File: config.mk
export PLATFORM = sky130hd
export DESIGN_NAME = radio_en_sync_ctrl
export DESIGN_NICKNAME = d
export VERILOG_FILES = /design/src/rtl/radio_en_sync_ctrl.sv
export SDC_FILE = /design/constraint.sdc
export NUM_CORES = 1
export LEC_CHECK = 0
export ABC_AREA = 0
export CELL_PAD_IN_SITES_DETAIL_PLACEMENT = 1
export CELL_PAD_IN_SITES_GLOBAL_PLACEMENT = 1
export CORE_ASPECT_RATIO = 1.4
export CORE_MARGIN = 2
export CORE_UTILIZATION = 25
export DETAILED_ROUTE_END_ITERATION = 8
export PLACE_DENSITY = 0.47
export SETUP_SLACK_MARGIN = 0.05
export SLEW_MARGIN = 15
export SYNTH_ARGS = -nofsm -noshare
export SYNTH_HDL_FRONTEND = slang
export SYNTH_SLANG_ARGS = --single-unit
File: constraint.sdc
create_clock -name ck -period 1.5 [get_ports ck]
set_input_delay 0.15 -clock ck [delete_from_list [all_inputs] [get_ports ck]]
set_output_delay 0.15 -clock ck [all_outputs]
set_load 0.005 [all_outputs]
File: src/rtl/radio_en_sync_ctrl.sv
// rtl/radio_en_sync_ctrl.sv - multi-channel radio enable sequencer with PLL settle qualification
module radio_en_sync_ctrl #(
  parameter int NUM_CH        = 2,
  parameter int SYNC_STAGES   = 2,
  parameter int SETTLE_CYCLES = 4
) (
  input  logic              ck,
  input  logic              arst,
  input  logic [NUM_CH-1:0] pll_settled,
  input  logic [NUM_CH-1:0] rx_req,
  output logic [NUM_CH-1:0] radio_enable_synced,
  output logic [NUM_CH-1:0] radio_rx_en_synced,
  output logic [NUM_CH-1:0] lock_lost,
  output logic              all_enabled
);

  localparam int CW = $clog2(SETTLE_CYCLES + 1);
  localparam logic [CW-1:0] SETTLE_MAX = CW'(SETTLE_CYCLES);

  typedef enum logic [1:0] {
    ST_OFF      = 2'd0,
    ST_SETTLING = 2'd1,
    ST_ON       = 2'd2,
    ST_RX       = 2'd3
  } state_t;

  for (genvar c = 0; c < NUM_CH; c++) begin : g_ch
    logic [SYNC_STAGES-1:0] pll_sync_q;
    logic [SYNC_STAGES-1:0] rx_sync_q;
    logic                   pll_s;
    logic                   rx_s;
    state_t                 state_q;
    logic [CW-1:0]          cnt_q;
    logic                   en_q;
    logic                   rx_en_q;
    logic                   lost_q;

    // Shift both asynchronous inputs through their own synchronizer chains
    always_ff @(posedge ck or posedge arst) begin
      if (arst) begin
        pll_sync_q <= '0;
        rx_sync_q  <= '0;
      end else begin
        pll_sync_q <= {pll_sync_q[SYNC_STAGES-2:0], pll_settled[c]};
        rx_sync_q  <= {rx_sync_q[SYNC_STAGES-2:0], rx_req[c]};
      end
    end

    assign pll_s = pll_sync_q[SYNC_STAGES-1];
    assign rx_s  = rx_sync_q[SYNC_STAGES-1];

    // Channel sequencer: qualify lock, gate RX behind enable, flag lock loss
    always_ff @(posedge ck or posedge arst) begin
      if (arst) begin
        state_q <= ST_OFF;
        cnt_q   <= '0;
        en_q    <= 1'b0;
        rx_en_q <= 1'b0;
        lost_q  <= 1'b0;
      end else begin
        lost_q <= 1'b0;
        case (state_q)
          ST_OFF: begin
            if (pll_s) begin
              state_q <= ST_SETTLING;
              cnt_q   <= CW'(1);
            end
          end
          ST_SETTLING: begin
            if (!pll_s) begin
              // Dropout while settling is silent; qualification restarts
              state_q <= ST_OFF;
              cnt_q   <= '0;
            end else if (cnt_q == SETTLE_MAX) begin
              state_q <= ST_ON;
              en_q    <= 1'b1;
            end else begin
              cnt_q <= cnt_q + CW'(1);
            end
          end
          ST_ON: begin
            if (!pll_s) begin
              state_q <= ST_OFF;
              cnt_q   <= '0;
              en_q    <= 1'b0;
              lost_q  <= 1'b1;
            end else if (rx_s) begin
              state_q <= ST_RX;
              rx_en_q <= 1'b1;
            end
          end
          ST_RX: begin
            if (!pll_s) begin
              state_q <= ST_OFF;
              cnt_q   <= '0;
              en_q    <= 1'b0;
              rx_en_q <= 1'b0;
              lost_q  <= 1'b1;
            end else if (!rx_s) begin
              state_q <= ST_ON;
              rx_en_q <= 1'b0;
            end
          end
          default: begin
            state_q <= ST_OFF;
            cnt_q   <= '0;
            en_q    <= 1'b0;
            rx_en_q <= 1'b0;
          end
        endcase
      end
    end

    assign radio_enable_synced[c] = en_q;
    assign radio_rx_en_synced[c]  = rx_en_q;
    assign lock_lost[c]           = lost_q;
  end

  assign all_enabled = &radio_enable_synced;

endmodule

* After elaboration in Yosys (flattened, before gate mapping) *
Index checks and enable logic that the tools add are counted.

storage, ports and cells
  register bits after elaboration = 24
  bits in latches = 0
  memory bits (writable) = 0
  memory bits (read-only) = 0
  output and inout port bits = 7
  memories = 0

cells by class
  $add $sub $neg = 2
  multiply operators = 0
  divide/modulo/power cells = 0
  magnitude comparators = 0
  eq/ne operators = 28
  shift-type cells = 0
  mux-type cells = 48
  bitwise logic cells = 0
  reduce and logical (&&, ||, !) cells = 17

operators by type and width
  operator                                        number
  two-way mux 2 bit                               14
  two-way mux 3 bit                               8
  != test 2 bit (second input constant)           12
  != test 3 bit (second input constant)           8
  AND reduction 4 bit                             6
  two-way mux 1 bit                               18
  one-hot mux 3 bit (3 select lines)              2
  one-hot mux 2 bit (4 select lines)              2
  == test 2 bit (second input constant)           4
  one-hot mux 1 bit (2 select lines)              4
  nonzero test 2 bit                              4
  adder 3 x 1 -> 3 bit (second input constant)    2
  == test 3 bit (second input constant)           2
  AND reduction 3 bit                             2
  == test 2 x 1 -> 1 bit (second input constant)  2
  zero test 2 bit                                 2
  OR reduction 2 bit                              2
  AND reduction 2 bit                             1

* Longest topological paths before layout *
  depth in word-level cells = 4
  depth in mapped cells = 5
  mapped depth without buffers = 5

* Least setup slack after synthesis *
No wires, ideal clock.

  path kind = reg2reg
  start point = reg g_ch[1].cnt_q[0]
  end point = reg g_ch[1].cnt_q[1]
  arrival = 1.018 ns
  setup slack = 0.355 ns
  stages on the path, launching flop included = 6
  buffers on the path = 0
  clock period less this slack = 1.145 ns
  cell sequence = dfrtp_1 inv_1 ha_1 and3_4 o211ai_1 nand3_1

on the way
  longest elaborated chain between the ends = 4
  elaborated cells on any way between the ends = 7
  classes of those cells = add/sub: 1; eq/ne: 2; mux: 3; reduce/logical: 1

ends and longest elaborated chain
  element                             line  text
  from (decl)                         33    logic [CW-1:0] cnt_q;
  from (signal assigned)              78    cnt_q <= cnt_q + CW'(1);
  adder 3 x 1 -> 3 bit                78
  two-way mux 3 bit                   74    end else if (cnt_q == SETTLE_MAX) begin
  two-way mux 3 bit                   70    if (!pll_s) begin
  one-hot mux 3 bit (3 select lines)  62    case (state_q)

Several ways; a longest one is shown, not always the timed one. The select of a mux whose other input is x is not followed.
A chain may end at the register's enable or synchronous reset.

* Final worst setup path *
  start point = reg g_ch[1].rx_en_q
  end point = out radio_rx_en_synced[1]

RTL lines
  element                 line  text
  from (decl)             35    logic rx_en_q;
  from (signal assigned)  58    rx_en_q <= 1'b0;
  from (signal assigned)  89    rx_en_q <= 1'b1;
  from (signal assigned)  97    rx_en_q <= 1'b0;
  to (decl)               12    output logic [NUM_CH-1:0] radio_rx_en_synced,

No word-level cell between the ends.

==> run_summary.xml <==
<?xml version="1.0" encoding="UTF-8"?>
<metrics>
  <group name="outcome">
    <metric name="run_status" unit="">finished, final reports clean</metric>
  </group>
  <group name="cells_and_area">
    <metric name="area_of_all_sequential_standard_cells" unit="sq um">600.6</metric>
    <metric name="antenna_fix_cells" unit="">0</metric>
    <metric name="utilization" unit="%">30.88</metric>
    <metric name="synthToLayoutAreaGrowth" unit="%">18.41</metric>
    <metric name="finish.net_count" unit="">125</metric>
    <metric name="multi_input_area" unit="sq um">401.6</metric>
    <metric name="layout.cells.non_filler" unit="">174</metric>
    <metric name="n_fill_cell" unit="">503</metric>
    <metric name="drive_gt1_share" unit="%">9.649</metric>
  </group>
  <group name="clock_network">
    <metric name="worst_skew_pair.late_latency" unit="ns">0.27</metric>
    <metric name="htree_num_levels" unit="">1</metric>
    <metric name="cts_inserted_buffers" unit="">3</metric>
    <metric name="worst_setup_hold_path_clk_slew" unit="ns">0.09</metric>
    <metric name="clock_tree_from_tritoncts" unit="">yes</metric>
    <metric name="cts_root_buf" unit="">sky130_fd_sc_hd__clkbuf_8</metric>
    <metric name="clkSinkCount" unit="">24</metric>
    <metric name="cts_buffer_depth" unit="">2</metric>
  </group>
  <group name="critical_path">
    <metric name="worstSetupEndpoint" unit="">radio_rx_en_synced[1]</metric>
    <metric name="path_max_fanout" unit="">3</metric>
    <metric name="critPathSlowestCell" unit="">sky130_fd_sc_hd__clkdlybuf4s50_1</metric>
    <metric name="worst_path_required" unit="ns">1.35</metric>
    <metric name="crit_path_end_kind" unit="">primary output</metric>
    <metric name="critical_path.n_buffers_inverters" unit="">1</metric>
    <metric name="worst_setup_sp_type" unit="">flip-flop</metric>
    <metric name="critPathMaxStageDelay" unit="ns">0.51</metric>
    <metric name="crit_chain" unit="">clkdlybuf4s50_1</metric>
    <metric name="rr_startpoint" unit="">g_ch[1].cnt_q[0]</metric>
    <metric name="rrSetupSlack" unit="ns">0.23</metric>
    <metric name="timing.setup.critical_path_class" unit="">reg -&gt; out</metric>
    <metric name="worstSetupPathDepth" unit="">1</metric>
    <metric name="cell_family_contributing_the_most_delay_on_the_critical_path" unit="">buffers and inverters</metric>
    <metric name="worst_setup_path_startpoint" unit="">g_ch[1].rx_en_q</metric>
    <metric name="worst-endpoint-arrival" unit="ns">1.17</metric>
    <metric name="worst_r2r_path_depth" unit="">5</metric>
    <metric name="regToRegEndpoint" unit="">g_ch[1].cnt_q[1]</metric>
  </group>
  <group name="routing">
    <metric name="sum_of_routed_wire_length_over_all_layers" unit="mm">2.130</metric>
    <metric name="detail_route.first_pass.iterations" unit="">3</metric>
    <metric name="routed_via_density" unit="">4.374</metric>
    <metric name="routed_wire_length_per_instance" unit="um">12.24</metric>
    <metric name="drt_drc_violations_left" unit="">0</metric>
    <metric name="antenna_violating_nets_post_route" unit="">0</metric>
    <metric name="drt_iter0_markers" unit="">39</metric>
    <metric name="vias" unit="">761</metric>
  </group>
  <group name="grt">
    <metric name="grt_first_pass_wirelength" unit="mm">3.739</metric>
    <metric name="all_layer_global_routing_usage" unit="%">9.810</metric>
    <metric name="overflow" unit="">0</metric>
    <metric name="via_count_of_the_first_global_routing_pass" unit="">771</metric>
    <metric name="grt_antenna_before_repair" unit="">0</metric>
    <metric name="largest_net_degree_at_the_start_of_global_routing" unit="">25</metric>
  </group>
  <group name="floorplan">
    <metric name="starting_density_of_the_core" unit="%">26.08</metric>
    <metric name="die-area" unit="sq um">5017</metric>
    <metric name="die_height" unit="um">83.01</metric>
    <metric name="dieWidth" unit="um">60.44</metric>
    <metric name="num_io_pins" unit="">13</metric>
    <metric name="core_region_area" unit="sq um">4274</metric>
    <metric name="count_of_standard_cell_rows" unit="">28</metric>
  </group>
  <group name="power">
    <metric name="vdd_drop_max" unit="V">0.0005206</metric>
    <metric name="p_leak" unit="uW">0.0005809</metric>
    <metric name="power.density" unit="nW/um^2">1246</metric>
  </group>
  <group name="placement">
    <metric name="pre_cts_ws" unit="ns">0.2209</metric>
    <metric name="numPlacedInstances" unit="">169</metric>
    <metric name="port-buffer-count" unit="">12</metric>
    <metric name="gp_congestion" unit="">0.7297</metric>
    <metric name="place_hpwl" unit="mm">1.541</metric>
  </group>
  <group name="synth">
    <metric name="synth_fp_nets" unit="">116</metric>
    <metric name="primary_ff_master_synth" unit="">sky130_fd_sc_hd__dfrtp_1</metric>
    <metric name="ys_async_sr_fraction" unit="%">100.0</metric>
    <metric name="cell_area_after_technology_mapping" unit="sq um">1115</metric>
    <metric name="yosys_warnings" unit="">0</metric>
    <metric name="synth.ff_latch_count" unit="">24</metric>
    <metric name="synth_enable_flop_cells" unit="">0</metric>
    <metric name="synth.distinct_cells" unit="">30</metric>
    <metric name="synth_cells" unit="">106</metric>
    <metric name="synth_area_per_cell" unit="sq um">10.52</metric>
    <metric name="synth_sequential_area_ratio" unit="%">53.87</metric>
  </group>
  <group name="sta">
    <metric name="worst_slew_pin_slew" unit="ns">0.4177</metric>
    <metric name="finalCriticalPeriod" unit="ns">1.321</metric>
    <metric name="final_max_slew_viol_count" unit="">0</metric>
    <metric name="highest_clock_rate" unit="GHz">0.7571</metric>
    <metric name="unrepaired_setup_endpoints_after_global_routing" unit="">no</metric>
    <metric name="timing.slew.headroom" unit="%">72.15</metric>
    <metric name="report.final.setup_viol" unit="">0</metric>
    <metric name="totalNegativeSetupSlack" unit="ns">0</metric>
    <metric name="worst_clock_skew" unit="ns">0.007914</metric>
    <metric name="final_critical_path_setup_slack" unit="ns">0.1791</metric>
    <metric name="post_route_fraction_of_the_period_consumed_by_the_critical_path" unit="%">88.06</metric>
    <metric name="hold_violations" unit="">0</metric>
  </group>
  <group name="job">
    <metric name="timing.max_cap.violations" unit="">0</metric>
  </group>
  <group name="min_path">
    <metric name="worst_hold_path_type" unit="">in -&gt; async</metric>
  </group>
</metrics>
==> per-layer routing <==
metal  wire length (um)  vias up  GRT usage [%]
met5                  0        -              0
met4                 23        0          4.743
met3                 34        2          1.869
met2               1135        4          15.61
met1                937      381          12.38
li1                   -      374              -
==> stage by stage <==
step | power (uW) | cell area [sq um] | hold slack [ns]
3_5_place_dp | 1101 | 1239 | 0.3380
5_1_grt | 1751 | 1320 | 0.2485
6_report | 1644 | 1320 | 0.2185
4_1_cts | 1686 | 1318 | 0.2340
2_1_floorplan | 994.0 | 1115 | 0.1646
3_3_place_gp | 1088 | 1239 | 0.3338
==> cells in the final DEF, fill, tap and decap left out, types with 2 or more instances in the layout <==
cell type and instances:
sky130_fd_sc_hd__dfrtp_1 24, sky130_fd_sc_hd__and3_1 2, sky130_fd_sc_hd__o21ai_1 2, sky130_fd_sc_hd__ha_1 4
sky130_fd_sc_hd__buf_4 3, sky130_fd_sc_hd__nand3_1 2, sky130_fd_sc_hd__clkdlybuf4s50_1 11, sky130_fd_sc_hd__o2bb2ai_1 2
sky130_fd_sc_hd__nand2_1 15, sky130_fd_sc_hd__nor2_1 3, sky130_fd_sc_hd__clkbuf_8 3, sky130_fd_sc_hd__inv_1 7
sky130_fd_sc_hd__nor2b_1 3, sky130_fd_sc_hd__nand2b_1 2, sky130_fd_sc_hd__o21ai_0 4, sky130_fd_sc_hd__a21oi_1 6
sky130_fd_sc_hd__a31oi_1 5
==> repair_timing <==
action,4_1_cts,5_1_grt
hold buffers,0,0
buffers inserted,1,0
endpoints found under the setup margin,1,1
gates cloned,0,0
resized for setup,0,1
==> where the power goes <==
group | switching [uW] | leakage, uW | internal, uW | total, uW
clock network | 213 | 0.0000357 | 357 | 569
registers | 78.8 | 0.000289 | 713 | 792
logic | 126 | 0.000256 | 158 | 283
==> worst min path at each step <==
stage	from	end	slack [ns]
6_report	arst	g_ch[1].rx_sync_q[1]	0.22
4_1_cts	arst	g_ch[1].pll_sync_q[0]	0.23
3_5_place_dp	g_ch[0].rx_sync_q[0]	g_ch[0].rx_sync_q[1]	0.34
5_1_grt	arst	g_ch[1].rx_sync_q[0]	0.25
3_3_place_gp	g_ch[1].pll_sync_q[0]	g_ch[1].pll_sync_q[1]	0.33
2_1_floorplan	arst	g_ch[0].cnt_q[0]	0.16
==> cells in the mapped netlist (all sizes together), types with 2 or more instances <==
| master | number | area [sq um] |
|---|---|---|
| buf | 11 | 86.33 |
| dfrtp | 24 | 600.6 |
| and3 | 3 | 23.77 |
| nor2 | 3 | 11.26 |
| o2bb2ai | 2 | 17.52 |
| nand2b | 2 | 12.51 |
| nor2b | 3 | 18.77 |
| a21oi | 7 | 38.79 |
| nand2 | 15 | 56.30 |
| ha | 4 | 50.05 |
| o21ai | 7 | 38.79 |
| nand3 | 2 | 10.01 |
| inv | 7 | 26.28 |
| a31oi | 5 | 31.28 |
==> cell type report <==
cell class	instances	area share [%]
clock buffers	3	3.128
inverters	7	1.991
well taps	60	5.687
multi-input cells	64	30.43
clock inverters	1	2.275
repair buffers	15	11.00
flip-flops and latches	24	45.50
==> state kept, by name, indices dropped and copies added, names as in the netlist <==
signal           flops
g_ch.rx_en_q         2
g_ch.lost_q          2
g_ch.state_q         4
g_ch.pll_sync_q      4
g_ch.rx_sync_q       4
g_ch.cnt_q           6
g_ch.en_q            2
==> tightest hold or removal path: cells and delay by family <==
kind / cells / cell delay [ns]
buf+inv: 3 / 0.74
==> kinds of logic after synthesis <==
group	after synthesis	synth area share [%]
buffers and inverters	18	10.10
and+or+nand+nor	32	14.37
AOI/OAI and AO/OA	28	17.17
adders and majority gates	4	4.490
DFF	24	53.87
(Power assumes the default switching activity.)
